==> src/rtl/at_state_timer.sv <==
// Dwell timer: counts cycles while en holds, flags done/expired at a latched limit.
// Latency: outputs registered, one edge after the qualifying input; no backpressure.
// Optional prescaler built when AT_STATE_TIMER_PRESCALE_EN is defined.
module at_state_timer #(
  parameter int unsigned WIDTH         = 3,
  parameter int unsigned DEFAULT_LIMIT = 5,
  parameter int unsigned WRAP          = 0,
  parameter int unsigned PRESCALE      = 4
) (
  input  logic             clk,
  input  logic             rst,
  input  logic             en,
  input  logic             clr,
  input  logic [WIDTH-1:0] limit,
  output logic [WIDTH-1:0] count,
  output logic             done,
  output logic             expired
);

  localparam logic [WIDTH-1:0] DEF_LIM = WIDTH'(DEFAULT_LIMIT);

  logic [WIDTH-1:0] limit_q;
  logic [WIDTH-1:0] count_inc;
  logic             step;

  assign count_inc = count + WIDTH'(1);

`ifdef AT_STATE_TIMER_PRESCALE_EN
  localparam int unsigned PW = (PRESCALE > 1) ? $clog2(PRESCALE) : 1;
  localparam logic [PW-1:0] PS_LAST = PW'(PRESCALE - 1);

  logic [PW-1:0] presc;

  assign step = (presc == PS_LAST);

  always_ff @(posedge clk or posedge rst) begin
    if (rst) begin
      presc <= '0;
    end else if (clr || !en || step) begin
      presc <= '0;
    end else begin
      presc <= presc + PW'(1);
    end
  end
`else
  assign step = 1'b1;
`endif

  // limit_q only tracks the input outside a dwell so mid-dwell edits cannot shorten it
  always_ff @(posedge clk or posedge rst) begin
    if (rst) begin
      count   <= '0;
      done    <= 1'b0;
      expired <= 1'b0;
      limit_q <= DEF_LIM;
    end else begin
      if (!en) begin
        limit_q <= limit;
      end

      if (clr || !en || (limit_q == '0)) begin
        count   <= '0;
        done    <= 1'b0;
        expired <= 1'b0;
      end else if (step) begin
        if (count < limit_q) begin
          count   <= count_inc;
          done    <= (count_inc == limit_q);
          expired <= (count_inc == limit_q);
        end else if (WRAP != 0) begin
          count   <= '0;
          done    <= 1'b0;
          expired <= 1'b0;
        end else begin
          count   <= limit_q;
          done    <= 1'b1;
          expired <= 1'b0;
        end
      end else begin
        expired <= 1'b0;
      end
    end
  end

endmodule

==> config.mk <==
export PLATFORM = sky130hd
export DESIGN_NAME = at_state_timer
export DESIGN_NICKNAME = d
export VERILOG_FILES = /design/src/rtl/at_state_timer.sv
export SDC_FILE = /design/constraint.sdc
export NUM_CORES = 1
export LEC_CHECK = 0
export CORE_AREA = 4 4 41 43
export DETAILED_ROUTE_END_ITERATION = 6
export DIE_AREA = 0 0 45 47
export PLACE_DENSITY = 0.59
export SETUP_SLACK_MARGIN = 0.05
export SYNTH_ARGS = -nofsm -noshare
export SYNTH_HDL_FRONTEND = slang
export SYNTH_SLANG_ARGS = --single-unit
==> constraint.sdc <==
create_clock -name clk -period 2 [get_ports clk]
set_input_delay 0.4 -clock clk [delete_from_list [all_inputs] [get_ports clk]]
set_output_delay 0.4 -clock clk [all_outputs]
set_load 0.02 [all_outputs]
### Yosys cells after proc, flatten, opt, wreduce, memory -nomap -nowiden

Index checks and enable logic that the tools add are counted.
Widths: inputs -> output; s select.

* bits in registers: 8
* input bits: 7

* multiplexer cells: 6
* add/sub/neg operators: 1
* equality and inequality tests: 1
* order comparisons: 1
* reductions and logical operators: 4

Operator list (count)
* $mux 3: 2
* $mux 1: 4
* $add 3x1->3 const B: 1
* $eq 3x3->1: 1
* $logic_not 3->1: 1
* $lt 3x3->1: 1
* $logic_or 1x1->1: 2
* $logic_not 1->1: 1

### Longest topological paths before layout

Gate-level depths: netlist of run 1.

* depth in word-level cells: 4
* mapped depth: 6
* gate-level depth less buffers: 6

### Least setup slack after synthesis of run 1

No wires, ideal clock.

* kind: register to register
* from: reg limit_q[2]
* to: reg expired
* data arrival time: 1.585 ns
* required time: 1.920 ns
* setup time: 0.080 ns
* cell stages (with the launch flop): 5
* slack: 0.335 ns
* path buffers: 0
* cell sequence: dfstp_2 -> nor3_1 -> or3b_4 -> or4_4 -> nor3_2

* longest elaborated chain between the ends: 3
* elaborated cells between the ends (all ways): 6
* classes of those cells: order compare: 1; eq/ne: 1; mux: 2; reduce/logical: 2

Ends and longest elaborated chain
* from (decl): RTL line 22 `logic [WIDTH-1:0] limit_q;`
* from (signal assigned): RTL line 58 `limit_q <= limit;`
* $lt 3x3->1 (tied with other cells): RTL line 66 `if (count < limit_q) begin`
* $mux 1 / $logic_or 1x1->1 (equally long branches): RTL line 66, 61
* $mux 1 (*): RTL line 61 `if (clr || !en || (limit_q == '0)) begin`
* to (signal assigned): RTL line 69 `expired <= (count_inc == limit_q);`
* to (decl): RTL line 17 `output logic expired`

Every way passes the cells marked *; elsewhere a longest branch is shown, timed or not.
A chain may end at the register's enable or synchronous reset.

### Worst setup path in the final report of run 1

Ends and elaborated chain as after synthesis.

==> impl_metrics.json, run 1 <==
{
  "p_int_mw": 0.308,
  "drt_iter0_drc": 2,
  "syn_to_final_growth_pct": 37.9,
  "synth_area_leaders": "dfrtp_1 33%, dfstp_2 12%, ha_1 11%",
  "fin_skew_ns": 0.00156,
  "yosysMostFrequentCell": "dfrtp_1",
  "ctsLongestPathBuffers": 2,
  "first_pass_iters": 4,
  "vias": 352,
  "drv_cap": 0,
  "critPathTopFamily": "simple AND/OR/NAND/NOR gates",
  "swShare": 0.276,
  "ys_ff_latch": 8,
  "wl_per_cell_um": 11.6,
  "slew-limit-headroom": 0.759,
  "drive_above_1_share": 0.224,
  "path_class": "flip-flop to flip-flop",
  "setup_viol_count_final": 0,
  "grt_overflow": 0,
  "cp-start-kind": "flip-flop",
  "final.period_utilization": 0.866,
  "p_comb_frac": 0.230,
  "worstPathCellList": "nor3_1 > or3b_4 > or4_4 > nor3_2",
  "nets": 70,
  "max_freq_mhz": 578,
  "p_leak_nw": 0.289,
  "syn_nets": 52,
  "min_path_type": "input pin to asynchronous set/reset pin",
  "yosysTopAreaCellShare": 0.334,
  "setup.worst_path.end_class": "flip-flop",
  "grt_pass1_vias": 341,
  "track_usage": 0.104,
  "start_util": 0.345,
  "slowest_stage": "dfstp_2",
  "syn_area_per_cell_um2": 11.0,
  "syn_area_um2": 449,
  "dieWidth_um": 45,
  "worstPathArrival_ns": 1.91,
  "rsz0062_at_grt": "no",
  "gp_congestion": 0.737,
  "status": "completed",
  "yosysTopAreaCell": "dfrtp_1",
  "cts_buffers": 3,
  "grt_pass1_wl_um": 1480,
  "tightest_slew_ns": 0.360,
  "cts.reportedPaths.clkPinSlew_ns": 0.06,
  "ys_seq_area_frac": 0.451,
  "synthFlopType": "dfrtp_1",
  "holdBufCountCts": 0,
  "critPathMaxFanout": 5,
  "die_h_um": 47,
  "synth_edf_count": 0,
  "cts-resized-gates": 0,
  "fin_hold_ws_ns": 0.394,
  "pwr-share-clk": 0.323,
  "async_flop_share": 1.00,
  "cts_num_sinks": 8,
  "hold_violations": 0,
  "crit_required_ns": 2.18,
  "rows": 13,
  "power_switching_mw": 0.117,
  "synth_common_cells": "6 x dfrtp_1, 4 x ha_1, 4 x inv_1",
  "fillers": 127,
  "routed_wl_um": 850,
  "critPathMaxStageDelay_ns": 0.58,
  "crit_buf_inv": 0,
  "core_um2": 1300,
  "cts-htree-levels": 1,
  "seqPwrFrac": 0.447,
  "diodes": 0,
  "io_buffers": 11,
  "postCtsSetupBuffers": 0,
  "min_period_ns": 1.73,
  "drcViolationCount": 0,
  "cts_tree": "built",
  "via_per_inst": 4.82,
  "grt_max_degree": 9,
  "ant_nets": 0,
  "clk_latency_ns": 0.26,
  "drv_slew": 0,
  "fin_tns_setup_ns": 0,
  "ir_drop_mv": 0.379,
  "place_hpwl_um": 680,
  "synth.distinct_cells": 20,
  "root_buffer": "clkbuf_4",
  "die-area_um2": 2120,
  "ys_warn_count": 0,
  "p_per_area_nw_per_um2": 687,
  "pin_count": 12,
  "syn_inst": 41,
  "antenna_found_initial": 0
}
==> power by group through the flow <==
stage	clock network [mW]	registers, mW	logic (mW)
after floorplan	0	0.197	0.0521
after global placement	0	0.193	0.0985
after detailed placement	0	0.193	0.0992
after CTS	0.142	0.190	0.0996
after global routing	0.149	0.192	0.111
final	0.137	0.190	0.0977
==> cells in the final DEF (no fill, tap or decap), drive strengths merged <==
cell type	netlist	layout
a21oi	2	2
buf	0	2
clkbuf	0	4
clkdlybuf4s50	0	11
dfrtp	6	6
dfstp	2	2
ha	4	4
inv	4	4
mux2	3	3
mux2i	1	1
nand2	3	3
nor2	1	1
nor2b	1	1
nor3	2	2
nor3b	1	1
o21a	1	1
o21ai	3	3
or3	2	2
or3b	1	1
or4	1	1
xnor2	2	2
xor2	1	1
==> through the flow <==
step                      power (mW)  std cells  utilization  area, um^2  setup WS, ns
after floorplan                0.250         41            -         449         0.335
after CTS                      0.432         73        0.476         619         0.269
final                          0.425         73        0.476         619         0.269
after detailed placement       0.292         69        0.456         593        0.0392
after global placement         0.291         69        0.456         593        0.0453
after global routing           0.453         73        0.476         619         0.158
==> logic make-up after synthesis <==
kind of cell,count (synthesis),synth area share
AOI/OAI and AO/OA,6,0.0724
buffers and inverters,4,0.0334
xor gates and xnor gates,3,0.0585
and+or+nand+nor,12,0.175
adders and majority gates,4,0.111
muxes,4,0.0975
DFF,8,0.451
==> area by class of cell <==
type | count | area [um^2] | area share
multi-input combinational | 29 | 231 | 0.374
sequential | 8 | 203 | 0.327
timing repair buffer | 13 | 125 | 0.202
clock buffer | 4 | 26.3 | 0.0424
tap | 15 | 18.8 | 0.0303
inverter | 4 | 15.0 | 0.0242
==> flip-flops by register name, summed over array words and instances, names as in the netlist <==
name and count:
expired 1, count 3, limit_q 3, done 1
==> final timing paths <==
kind / to / cells after the start / from / slack, ns
worst max-delay path: expired / 4 / limit_q[2] / 0.27
worst min-delay path: count[2] / 2 / rst / 0.39
worst max register to register: expired / 4 / limit_q[2] / 0.27
worst min register to register: count[0] / 2 / limit_q[0] / 0.57
max in group asynchronous: limit_q[0] / 2 / rst / 1.31
min in group clk: count[0] / 2 / limit_q[0] / 0.57
==> worst reg2reg max path: cells and delay by family (launching register included) <==
kind / cells / cell delay, ns
and+or+nand+nor: 4 / 1.08
DFF: 1 / 0.58
==> metal layers <==
metal  global-route usage  vias up  wire length [um]
li1                     -      175                 -
met1                0.126      162               419
met2                0.153       13               350
met3               0.0268        2                61
met4               0.0877        0                19
met5                    0        -                 0
(Power assumes the default switching activity.)
==> run 2: changes to the inputs <==
--- a/config.mk
+++ b/config.mk
@@ -5,10 +5,13 @@
 export SDC_FILE = /design/constraint.sdc
 export NUM_CORES = 1
 export LEC_CHECK = 0
+export ABC_AREA = 1
 export CORE_AREA = 4 4 41 43
+export CTS_CLUSTER_DIAMETER = 120
 export DETAILED_ROUTE_END_ITERATION = 6
 export DIE_AREA = 0 0 45 47
-export PLACE_DENSITY = 0.59
+export DONT_BUFFER_PORTS = 1
+export PLACE_DENSITY = 0.51
 export SETUP_SLACK_MARGIN = 0.05
 export SYNTH_ARGS = -nofsm -noshare
 export SYNTH_HDL_FRONTEND = slang
==> impl_metrics.json, run 2 <==
{
  "status": "completed",
  "syn_inst": 68,
  "cts-resized-gates": 0,
  "drv_slew": 0,
  "diodes": 0,
  "routed_wl_um": 887,
  "drt_iter0_drc": 6,
  "dieWidth_um": 45,
  "crit_start": "limit_q[2]",
  "hold_violations": 0,
  "rows": 13,
  "critPathMaxStageDelay_ns": 0.55,
  "ctsLongestPathBuffers": 2,
  "ir_drop_mv": 0.369,
  "final.period_utilization": 0.733,
  "wl_per_cell_um": 10.1,
  "slew-limit-headroom": 0.800,
  "worstPathCellList": "inv_2 > ha_1 > nand2_1 > inv_1 > nand2_1 > nand2_2 > inv_1 > nor2_1 > nor2_1",
  "io_buffers": 0,
  "cp-start-kind": "flip-flop",
  "power_mw": 0.429,
  "antenna_found_initial": 0,
  "p_per_area_nw_per_um2": 782,
  "ys_warn_count": 0,
  "drv_cap": 0,
  "synthFlopType": "dfrtp_1",
  "min_path_type": "input pin to flip-flop",
  "drive_above_1_share": 0.205,
  "grt_max_degree": 9,
  "synth.distinct_cells": 14,
  "die-area_um2": 2120,
  "top_regs": "count x3, limit_q x3",
  "vias": 389,
  "tightest_slew_ns": 0.300,
  "nets": 85,
  "cts_num_sinks": 8,
  "p_leak_nw": 0.296,
  "via_per_inst": 4.42,
  "start_util": 0.379,
  "async_flop_share": 1.00,
  "cts_tree": "built",
  "track_usage": 0.102,
  "yosysMostFrequentCell": "nand2_1",
  "pre_cts_slack_ns": 0.511,
  "postLayoutSetupSlackWorst_ns": 0.533,
  "yosysTopAreaCell": "dfrtp_1",
  "crit_required_ns": 2.16,
  "ys_ff_latch": 8,
  "max_freq_mhz": 682,
  "fin_tns_setup_ns": 0,
  "core_um2": 1300,
  "hp-start": "limit[0]",
  "r2r-start": "limit_q[2]",
  "ant_nets": 0,
  "clk_latency_ns": 0.26,
  "first_pass_iters": 4,
  "cts_buffers": 3,
  "ys_seq_area_frac": 0.411,
  "path_class": "flip-flop to flip-flop",
  "setup_viol_count_final": 0,
  "root_buffer": "clkbuf_4",
  "syn_area_per_cell_um2": 7.25,
  "critPathMaxFanout": 5,
  "postCtsSetupBuffers": 0,
  "setup.worst_path.end_class": "flip-flop",
  "grt_overflow": 0,
  "drcViolationCount": 0,
  "synth_common_cells": "23 x nand2_1, 9 x inv_1, 7 x nor2_1",
  "pin_count": 12,
  "place_hpwl_um": 736,
  "synth_area_leaders": "dfrtp_1 30%, nand2_1 18%, dfstp_2 11%",
  "synth_edf_count": 0,
  "worstPathArrival_ns": 1.62,
  "cts-htree-levels": 1,
  "fin_skew_ns": 0.0112,
  "syn_to_final_growth_pct": 11.2,
  "yosysTopAreaCellShare": 0.305,
  "grt_pass1_vias": 335,
  "fillers": 146,
  "rsz0062_at_grt": "no",
  "grt_pass1_wl_um": 1500,
  "syn_area_um2": 493,
  "layout_commonest_cell": "nand2_1",
  "cts.reportedPaths.clkPinSlew_ns": 0.06,
  "final_cell_mix": "23 x nand2_1, 9 x inv_1, 7 x nor2_1",
  "die_h_um": 47,
  "syn_nets": 79,
  "slowest_stage": "dfstp_2",
  "min_period_ns": 1.47,
  "gp_congestion": 0.745
}
## run 2: cell count changes after synthesis, moves of 2 or more
cell     previous run  this run
a21oi_1             2         0
inv_1               4         9
nand2_2             0         3
nor2_1              1         7
nand3_1             0         3
nor2_2              0         2
nand2_1             3        23
mux2_2              3         0
or3_1               2         0
inv_2               0         4
xnor2_1             2         0
## run 2: what timing repair did
| item | 4_1_cts | 5_1_grt |
|---|---|---|
| hold buffers | 1 | 0 |
| endpoints found under the hold margin | 6 | 0 |
| endpoints found under the setup margin | 0 | 0 |
## run 2: cells by family (layout without fill, tap and decap cells)
logic type      after synthesis  count (layout)  synth area share
fa+ha+maj                     4               4             0.102
simple gates                 40              40             0.360
flops                         8               8             0.411
compound gates                2               2            0.0203
buf+inv                      14              19             0.107
## run 2: final cells by class
class	instances	area, um^2	area share
inverter	14	52.6	0.0959
tap	15	18.8	0.0342
clock buffer	4	26.3	0.0479
sequential	8	203	0.370
timing repair buffer	1	10.0	0.0183
multi-input combinational	46	238	0.434
## run 2: final timing paths
path	end	cells past startpoint	slack (ns)
worst min-delay path	limit_q[0]	2	0.23
worst max register to register	count[2]	9	0.53
max in group asynchronous	limit_q[0]	2	1.19
worst max-delay path	count[2]	9	0.53
min in group asynchronous	expired	2	0.52
worst min register to register	limit_q[0]	2	0.49
## run 2: worst max-delay path, delay by kind of cell, from the launching register on
| kind | cells | cell delay [ns] |
|---|---|---|
| flip-flops | 1 | 0.55 |
| adder cells (fa/ha/maj) | 1 | 0.29 |
| buffers and inverters | 3 | 0.16 |
| AND/OR/NAND/NOR | 5 | 0.35 |
## run 2: stage by stage
| step | hold slack [ns] | instances | area (um^2) | util |
|---|---|---|---|---|
| after floorplan | 0.214 | 68 | 493 | - |
| after CTS | 0.227 | 88 | 548 | 0.421 |
| after global placement | 0.265 | 83 | 512 | 0.393 |
| after detailed placement | 0.262 | 83 | 512 | 0.393 |
| after global routing | 0.253 | 88 | 548 | 0.421 |
| final | 0.234 | 88 | 548 | 0.421 |
## run 2: report_power, final
group          switching, mW  internal (mW)
Clock                 0.0608         0.0766
Sequential            0.0223          0.178
Combinational         0.0572         0.0340
## run 2: metal layers
layer	GRT usage	share of wire	routed length (um)	up-vias
met5	0	0	0	-
met4	0.0175	0	0	0
met3	0.0575	0.096	85	0
met2	0.153	0.47	415	12
met1	0.132	0.44	387	163
li1	-	-	-	214
